[config.mk]
export PLATFORM = sky130hd
export DESIGN_NAME = serial_to_parallel_receiver
export DESIGN_NICKNAME = d
export VERILOG_FILES = /design/src/rtl/serial_to_parallel_receiver.sv
export SDC_FILE = /design/constraint.sdc
export NUM_CORES = 1
export LEC_CHECK = 0
export CELL_PAD_IN_SITES_DETAIL_PLACEMENT = 1
export CELL_PAD_IN_SITES_GLOBAL_PLACEMENT = 1
export CORE_MARGIN = 2
export CORE_UTILIZATION = 36
export DETAILED_ROUTE_END_ITERATION = 10
export PLACE_DENSITY = 0.78
export SYNTH_ARGS = -nofsm -noshare
export SYNTH_HDL_FRONTEND = slang
export SYNTH_SLANG_ARGS = --single-unit
export TNS_END_PERCENT = 1
[constraint.sdc]
create_clock -name CLK -period 1.61 [get_ports CLK]
set_input_delay 0.161 -clock CLK [delete_from_list [all_inputs] [get_ports CLK]]
set_output_delay 0.161 -clock CLK [all_outputs]
set_load 0.01 [all_outputs]
[src/rtl/serial_to_parallel_receiver.sv]
// serial_to_parallel_receiver: reassembles MSB-first serial frames into parallel words
module serial_to_parallel_receiver #(
  parameter int WIDTH = 8,
  parameter int COUNT_W = 8
) (
  input  logic               CLK,
  input  logic               RST_N,
  input  logic               input_bit,
  input  logic               bit_valid,
  input  logic               frame_start,
  output logic [WIDTH-1:0]   parallel_out,
  output logic               word_valid,
  output logic               busy,
  output logic               frame_error,
  output logic [COUNT_W-1:0] frame_count
);
  localparam int CW = WIDTH > 1 ? $clog2(WIDTH) : 1;
  typedef enum logic {IDLE, RECEIVE} state_t;
  state_t state;
  logic [WIDTH-1:0] shreg;
  logic [WIDTH-1:0] shifted;
  logic [CW-1:0] cnt;
  assign shifted = (shreg << 1) | WIDTH'(input_bit);
  assign busy = (state == RECEIVE);
  always_ff @(posedge CLK or negedge RST_N) begin
    if (!RST_N) begin
      state <= IDLE;
      shreg <= '0;
      cnt <= '0;
      parallel_out <= '0;
      word_valid <= 1'b0;
      frame_error <= 1'b0;
      frame_count <= '0;
    end else begin
      word_valid <= 1'b0;
      frame_error <= 1'b0;
      if (bit_valid && frame_start) begin
        // a one-bit frame is complete the moment its start bit arrives
        if (WIDTH == 1) begin
          parallel_out <= WIDTH'(input_bit);
          word_valid <= 1'b1;
          frame_count <= frame_count + COUNT_W'(1);
          state <= IDLE;
        end else begin
          frame_error <= (state == RECEIVE);
          shreg <= WIDTH'(input_bit);
          cnt <= CW'(1);
          state <= RECEIVE;
        end
      end else if (bit_valid && state == RECEIVE) begin
        if (cnt == CW'(WIDTH - 1)) begin
          parallel_out <= shifted;
          word_valid <= 1'b1;
          frame_count <= frame_count + COUNT_W'(1);
          cnt <= '0;
          state <= IDLE;
        end else begin
          shreg <= shifted;
          cnt <= cnt + CW'(1);
        end
      end
    end
  end
endmodule

==> impl_metrics.csv, run 1 <==
group,metric,value,unit
global_route,use_met3,4.930,%
worst_hold_path,min_path_type,"in -> async",
synth,synth_most_common_cell,"dfrtp_1",
synth,yosysSeqAreaShare,55.88,%
global_route,grt_pass1_wl,5168,um
drt,drc,0,
critical_path,crit_path_max_fanout,3,
sta,fin_setup_tns,0,ns
critical_path,startpoint_type,"flop",
cells_and_area,nets,159,
sta,slew_viol_final,0,
critical_path,crit_family,"flip-flops",
critical_path,end_kind,"flop",
die,dieArea,4104,um^2
die,start_util,38.32,%
clock_tree,clkTransAtPathRegs,0.09,ns
global_route,grt_util_met1,19.07,%
synth,synth_cell_types,29,
drt,ant_nets,0,
synth,yosys_warnings,0,
critical_path,crit_slowest_cell,"dfrtp_1",
global_route,grt_use_total,16.67,%
sta,hold_viol,0,
synth,syn_avg_cell_area,10.91,um^2
placed_design,place_hpwl,2229,um
drt,routed_wl,2977,um
power,power,1729,uW
clock_tree,cts_htree_levels,2,
critical_path,max_stage_delay,0.40,ns
sta,hold_slack,0.2044,ns
cells_and_area,final_core_util,50.68,%
synth,synth_area,1299,um^2
sta,slew_headroom,75.43,%
drt,drt_iter0_drc,31,
cells_and_area,final_layout_size_suffix_gt1_share,19.87,%
sta,rsz0062_at_grt,"false",
cells_and_area,fin_cells,197,
drt,dr_total_vias,1001,
run_status,status,"complete, no violations",
die,fp-row-count,21,
global_route,grt_max_degree,30,
sta,fin_crit_sh,95.34,%
die,die_h,64.07,um
clock_tree,insertion_delay,0.33,ns
synth,synth_edf_count,0,
clock_tree,cts_tree,"done",
synth,synth_area_leaders,"dfrtp_1 56%, nand2_1 6.1%, ha_1 3.9%",
drt,routed_via_density,5.081,
clock_tree,cts_root_buffer,"clkbuf_4",
global_route,grt_pass1_vias,1084,
die,pin_count,24,
critical_path,cp.required,1.83,ns
global_route,overflow,0,
die,coreArea,3390,um^2
placed_design,io_buffer_count,23,
synth,netlist_top_cells_count,"29 x dfrtp_1, 21 x nand2_1, 9 x inv_1",
synth,synth_top_area_cell,"dfrtp_1",
power,cellPowerDensity,1007,nW/um^2
global_route,top_usage_layer,"met2",
sta,tightest_slew,0.3686,ns
sta,fmax,651.5,MHz
cells_and_area,area_growth,32.27,%
power,peakVddDrop,524.0,uV
critical_path,crit_path_frequent_cell,"ha_2",
critical_path,critPathKind,"reg -> reg",
synth,synthArstFlopShare,100.0,%
placed_design,dp.cells,189,
global_route,use_met2,28.65,%
critical_path,path_buf_inv,0,
clock_tree,cts_buffers,5,
sta,clock_skew,0.008183,ns
drt,wire_per_inst,15.11,um
synth,netlist_instances,119,
cells_and_area,n_antenna_cell,0,
clock_tree,max-clock-path-buffers,2,
synth,synth-seq-cells,29,
synth,ys.flop_type,"dfrtp_1",
critical_path,arrival,1.75,ns
power,power_leakage,0.0007749,uW
placed_design,gp_congestion,0.8261,
die,die_w,64.07,um
drt,firstDrtPassIters,2,
synth,synth_fp_nets,128,
synth,synth_top_cell_area_share,55.88,%
sta,min_period,1.535,ns
critical_path,path_cells,"ha_2 > ha_2 > nand2b_1 > a21boi_1 > mux2_2",
clock_tree,clock-sinks,29,
sta,setup_viol,0,
flow_run,maxCapViolCount,0,
global_route,antenna_found_initial,0,
cell type report:
type	instances	area, um^2
timing repair buffer	32	300.3
clock buffer	7	65.06
fill	375	1672
tap	46	57.56
clock inverter	1	5.005
inverter	9	33.78
sequential	29	726.9
multi-input combinational	73	529.3
repair_timing:
action	4_1_cts	5_1_grt
buffers inserted	0	0
hold buffers	0	0
pin swaps	0	3
setup endpoints to repair	1	11
resized for setup	1	9
layer usage:
metal / routed length, um / part of all wire [%]
met5: 0 / 0
met4: 57 / 1.9
met3: 141 / 4.7
met2: 1549 / 52
met1: 1228 / 41
placed cells by master (no fill, tap or decap):
| master | count |
|---|---|
| nand4_1 | 2 |
| a22oi_2 | 4 |
| nor3_1 | 2 |
| and4_1 | 1 |
| o21bai_1 | 1 |
| a22oi_1 | 2 |
| dfrtp_2 | 1 |
| nand4b_4 | 1 |
| xnor2_1 | 4 |
| o21a_1 | 1 |
| o2bb2ai_1 | 1 |
| and4b_2 | 1 |
| clkinv_2 | 1 |
| dlymetal6s2s_1 | 1 |
| nand2_1 | 21 |
| and3b_1 | 1 |
| o21ai_0 | 7 |
| nand2b_1 | 1 |
| a22o_1 | 2 |
| clkdlybuf4s50_1 | 22 |
| a21boi_1 | 1 |
| buf_4 | 9 |
| dfrtp_1 | 28 |
| ha_2 | 3 |
| nand3_1 | 3 |
| clkbuf_8 | 2 |
| nor4_4 | 1 |
| inv_1 | 9 |
| ha_1 | 1 |
| o22ai_1 | 6 |
| clkbuf_4 | 5 |
| o22ai_2 | 1 |
| mux2_2 | 1 |
| xor2_1 | 3 |
| nor2_1 | 1 |
power by group:
group	switching, uW	total [uW]	internal, uW
combinational	163	343	180
sequential	73.7	879	805
clock	255	507	253
total	491	1730	1240
kinds of logic (layout without fill, tap and decap cells):
kind of cell	count (synthesis)	count (layout)	share of synthesized area [%]
fa+ha+maj	4	4	3.854
buf+inv	17	49	6.069
simple gates	35	35	15.32
flops	29	29	55.88
xor+xnor	7	7	4.721
compound gates	26	26	13.30
mux	1	1	0.8670
state kept, by name, indices dropped and copies added (netlist names):
name / cells
busy: 1
cnt: 3
frame_count: 8
frame_error: 1
parallel_out: 8
shreg: 7
word_valid: 1
through the flow:
stage | instance area [um^2] | setup WS, ns
after global routing | 1718 | 0.002682
after CTS | 1683 | 0.01885
after floorplan | 1301 | 0.009312
after global placement | 1612 | 0.07822
after detailed placement | 1612 | 0.04949
final | 1718 | 0.07507
final timing paths:
path,end,startpoint,cells after the start,slack [ns]
min reg2reg,frame_count[7],frame_count[7],1,0.47
min,frame_count[2],RST_N,2,0.20
max in group asynchronous,busy,RST_N,2,1.10
min in group CLK,parallel_out[0],input_bit,3,0.43
max reg2reg,shreg[0],cnt[0],5,0.08
max,shreg[0],cnt[0],5,0.08
Power figures use the tool's default switching activity.
==> run 2: changes to the inputs <==
--- a/config.mk
+++ b/config.mk
@@ -9,8 +9,10 @@
 export CELL_PAD_IN_SITES_GLOBAL_PLACEMENT = 1
 export CORE_MARGIN = 2
 export CORE_UTILIZATION = 36
+export CTS_CLUSTER_SIZE = 12
 export DETAILED_ROUTE_END_ITERATION = 10
-export PLACE_DENSITY = 0.78
+export HOLD_SLACK_MARGIN = 0.08
+export PLACE_DENSITY = 0.74
 export SYNTH_ARGS = -nofsm -noshare
 export SYNTH_HDL_FRONTEND = slang
 export SYNTH_SLANG_ARGS = --single-unit
==> impl_metrics.csv, run 2 (synthesis gave the netlist of run 1 again) <==
group,metric,value,unit
cells_and_area,final_common_cell,"dfrtp_1",
cells_and_area,area_growth,30.92,%
sta,fmax,653.6,MHz
placed_design,dp.cells,188,
clock_tree,insertion_delay,0.32,ns
die,start_util,38.32,%
power,power_leakage,0.0007783,uW
power,internal-power,1195,uW
drt,routed_via_density,4.965,
die,coreArea,3390,um^2
sta,slew_viol_final,0,
power,p_comb_share,21.0,%
cells_and_area,fill_cells,378,
sta,fin_setup_tns,0,ns
die,pin_count,24,
placed_design,place_hpwl,2083,um
critical_path,crit_family,"simple AND/OR/NAND/NOR gates",
sta,slew_headroom,75.22,%
global_route,grt_pass1_vias,1044,
cells_and_area,final_cell_mix,"28 x dfrtp_1, 23 x clkdlybuf4s50_1, 21 x nand2_1",
power,seq_power_share,52.5,%
cells_and_area,final_layout_size_suffix_gt1_share,16.45,%
critical_path,arrival,1.78,ns
sta,rsz0062_at_grt,"true",
sta,hold_slack,0.2224,ns
placed_design,gp_congestion,0.7610,
critical_path,critPathKind,"reg -> reg",
placed_design,place_area,1604,um^2
clock_tree,clkTransAtPathRegs,0.08,ns
clock_tree,cts_root_buffer,"clkbuf_4",
critical_path,path_buf_inv,0,
critical_path,cp.depth,5,
clock_tree,hold_buffers,0,
power,netSwitchingPower,457.6,uW
sta,fin_crit_sh,95.03,%
global_route,grt_max_degree,30,
die,fp-row-count,21,
flow_run,maxCapViolCount,0,
global_route,grt_pass1_wl,4850,um
sta,min_period,1.530,ns
die,die_w,64.07,um
sta,clock_skew,0.002465,ns
drt,ant_nets,0,
sta,hold_viol,0,
cells_and_area,final_area,1700,um^2
drt,firstDrtPassIters,3,
clock_tree,cts_htree_levels,2,
cells_and_area,nets,161,
drt,drc,0,
critical_path,path_cells,"ha_2 > ha_1 > nand4b_4 > nor4_4 > xor2_1",
global_route,antenna_found_initial,0,
run_status,status,"complete, no violations",
clock_tree,max-clock-path-buffers,2,
cells_and_area,fin_cells,198,
clock_tree,clock-sinks,29,
critical_path,end_kind,"flop",
die,die_h,64.07,um
drt,drt_iter0_drc,33,
clock_tree,cts_buffers,5,
power,power.share.clock,26.6,%
critical_path,reg2reg_depth,5,
cells_and_area,multi_input_area,514.2,um^2
critical_path,crit_slowest_cell,"dfrtp_1",
clock_tree,cts_tree,"done",
sta,tightest_slew,0.3717,ns
drt,routed_wl,2791,um
critical_path,startpoint_type,"flop",
power,cellPowerDensity,971.8,nW/um^2
drt,wire_per_inst,14.10,um
critical_path,cp.required,1.86,ns
placed_design,io_buffer_count,23,
die,dieArea,4104,um^2
cells_and_area,n_antenna_cell,0,
power,peakVddDrop,419.1,uV
global_route,grt_use_total,15.54,%
cells_and_area,regArea,726.9,um^2
global_route,overflow,0,
critical_path,max_stage_delay,0.37,ns
critical_path,crit_path_max_fanout,5,
sta,setup_viol,0,
worst_hold_path,min_path_type,"in -> async",
drt,dr_total_vias,983,
power,swShare,27.69,%
cells_and_area,top_regs,"frame_count (8), parallel_out (8), shreg (7)",
==> run 2: changes by cell type in the layout (fill, tap and decap cells not counted), moves of 2 or more <==
| cell | previous run | this run |
|---|---|---|
| a22oi_1 | 2 | 4 |
| buf_4 | 9 | 11 |
| ha_2 | 3 | 1 |
| ha_1 | 1 | 3 |
| a22oi_2 | 4 | 2 |
==> run 2: through the flow <==
step,util [%],total power (uW),worst slack [ns]
detailed placement,47.32,1216,0.03426
global route,50.17,1764,-0.01678
finish,50.17,1652,0.07995
floorplan,-,1045,0.009312
global placement,47.32,1192,0.09890
CTS,48.98,1669,0.02265
==> run 2: timing repair <==
action,4_1_cts,5_1_grt
resized for setup,1,3
buffers inserted,0,3
endpoints found under the setup margin,1,11
pin swaps,0,1
==> run 2: cell type report <==
cell class              instances  share of cell area [%]
repair buffers                 34                   18.40
clock buffers                   7                   3.238
well taps                      46                   3.385
inverters                       9                   1.987
flip-flops and latches         29                   42.75
multi-input cells              73                   30.24
==> run 2: metal layers <==
metal  GRT usage (%)  vias to the layer above  share of wire, %
met1           17.37                      482                44
li1                -                      473                 -
met4           7.337                        0               1.9
met5               0                        -                 0
met3           5.106                        6               5.2
met2           26.56                       22                49
==> run 2: final timing paths <==
path / start / end / slack, ns
worst min-delay path: RST_N / frame_count[4] / 0.22
min in group CLK: input_bit / parallel_out[0] / 0.45
max in group asynchronous: RST_N / busy / 1.10
worst max register to register: cnt[1] / frame_count[7] / 0.08
worst max-delay path: cnt[1] / frame_count[7] / 0.08
worst min register to register: parallel_out[1] / parallel_out[1] / 0.48
==> run 2: power groups by stage <==
stage / combinational [uW] / sequential, uW / clock, uW
final: 346 / 867 / 439
after floorplan: 153 / 891 / 0
after CTS: 330 / 875 / 464
after global placement: 310 / 883 / 0
after detailed placement: 328 / 889 / 0
after global routing: 387 / 879 / 498
==> run 3: changes to the inputs <==
--- a/config.mk
+++ b/config.mk
@@ -9,6 +9,7 @@
 export CELL_PAD_IN_SITES_GLOBAL_PLACEMENT = 1
 export CORE_MARGIN = 2
 export CORE_UTILIZATION = 36
+export CTS_CLUSTER_DIAMETER = 50
 export CTS_CLUSTER_SIZE = 12
 export DETAILED_ROUTE_END_ITERATION = 10
 export HOLD_SLACK_MARGIN = 0.08
==> results of run 3 <==
The final DEF is identical to that of run 2; final timing and power are the same.
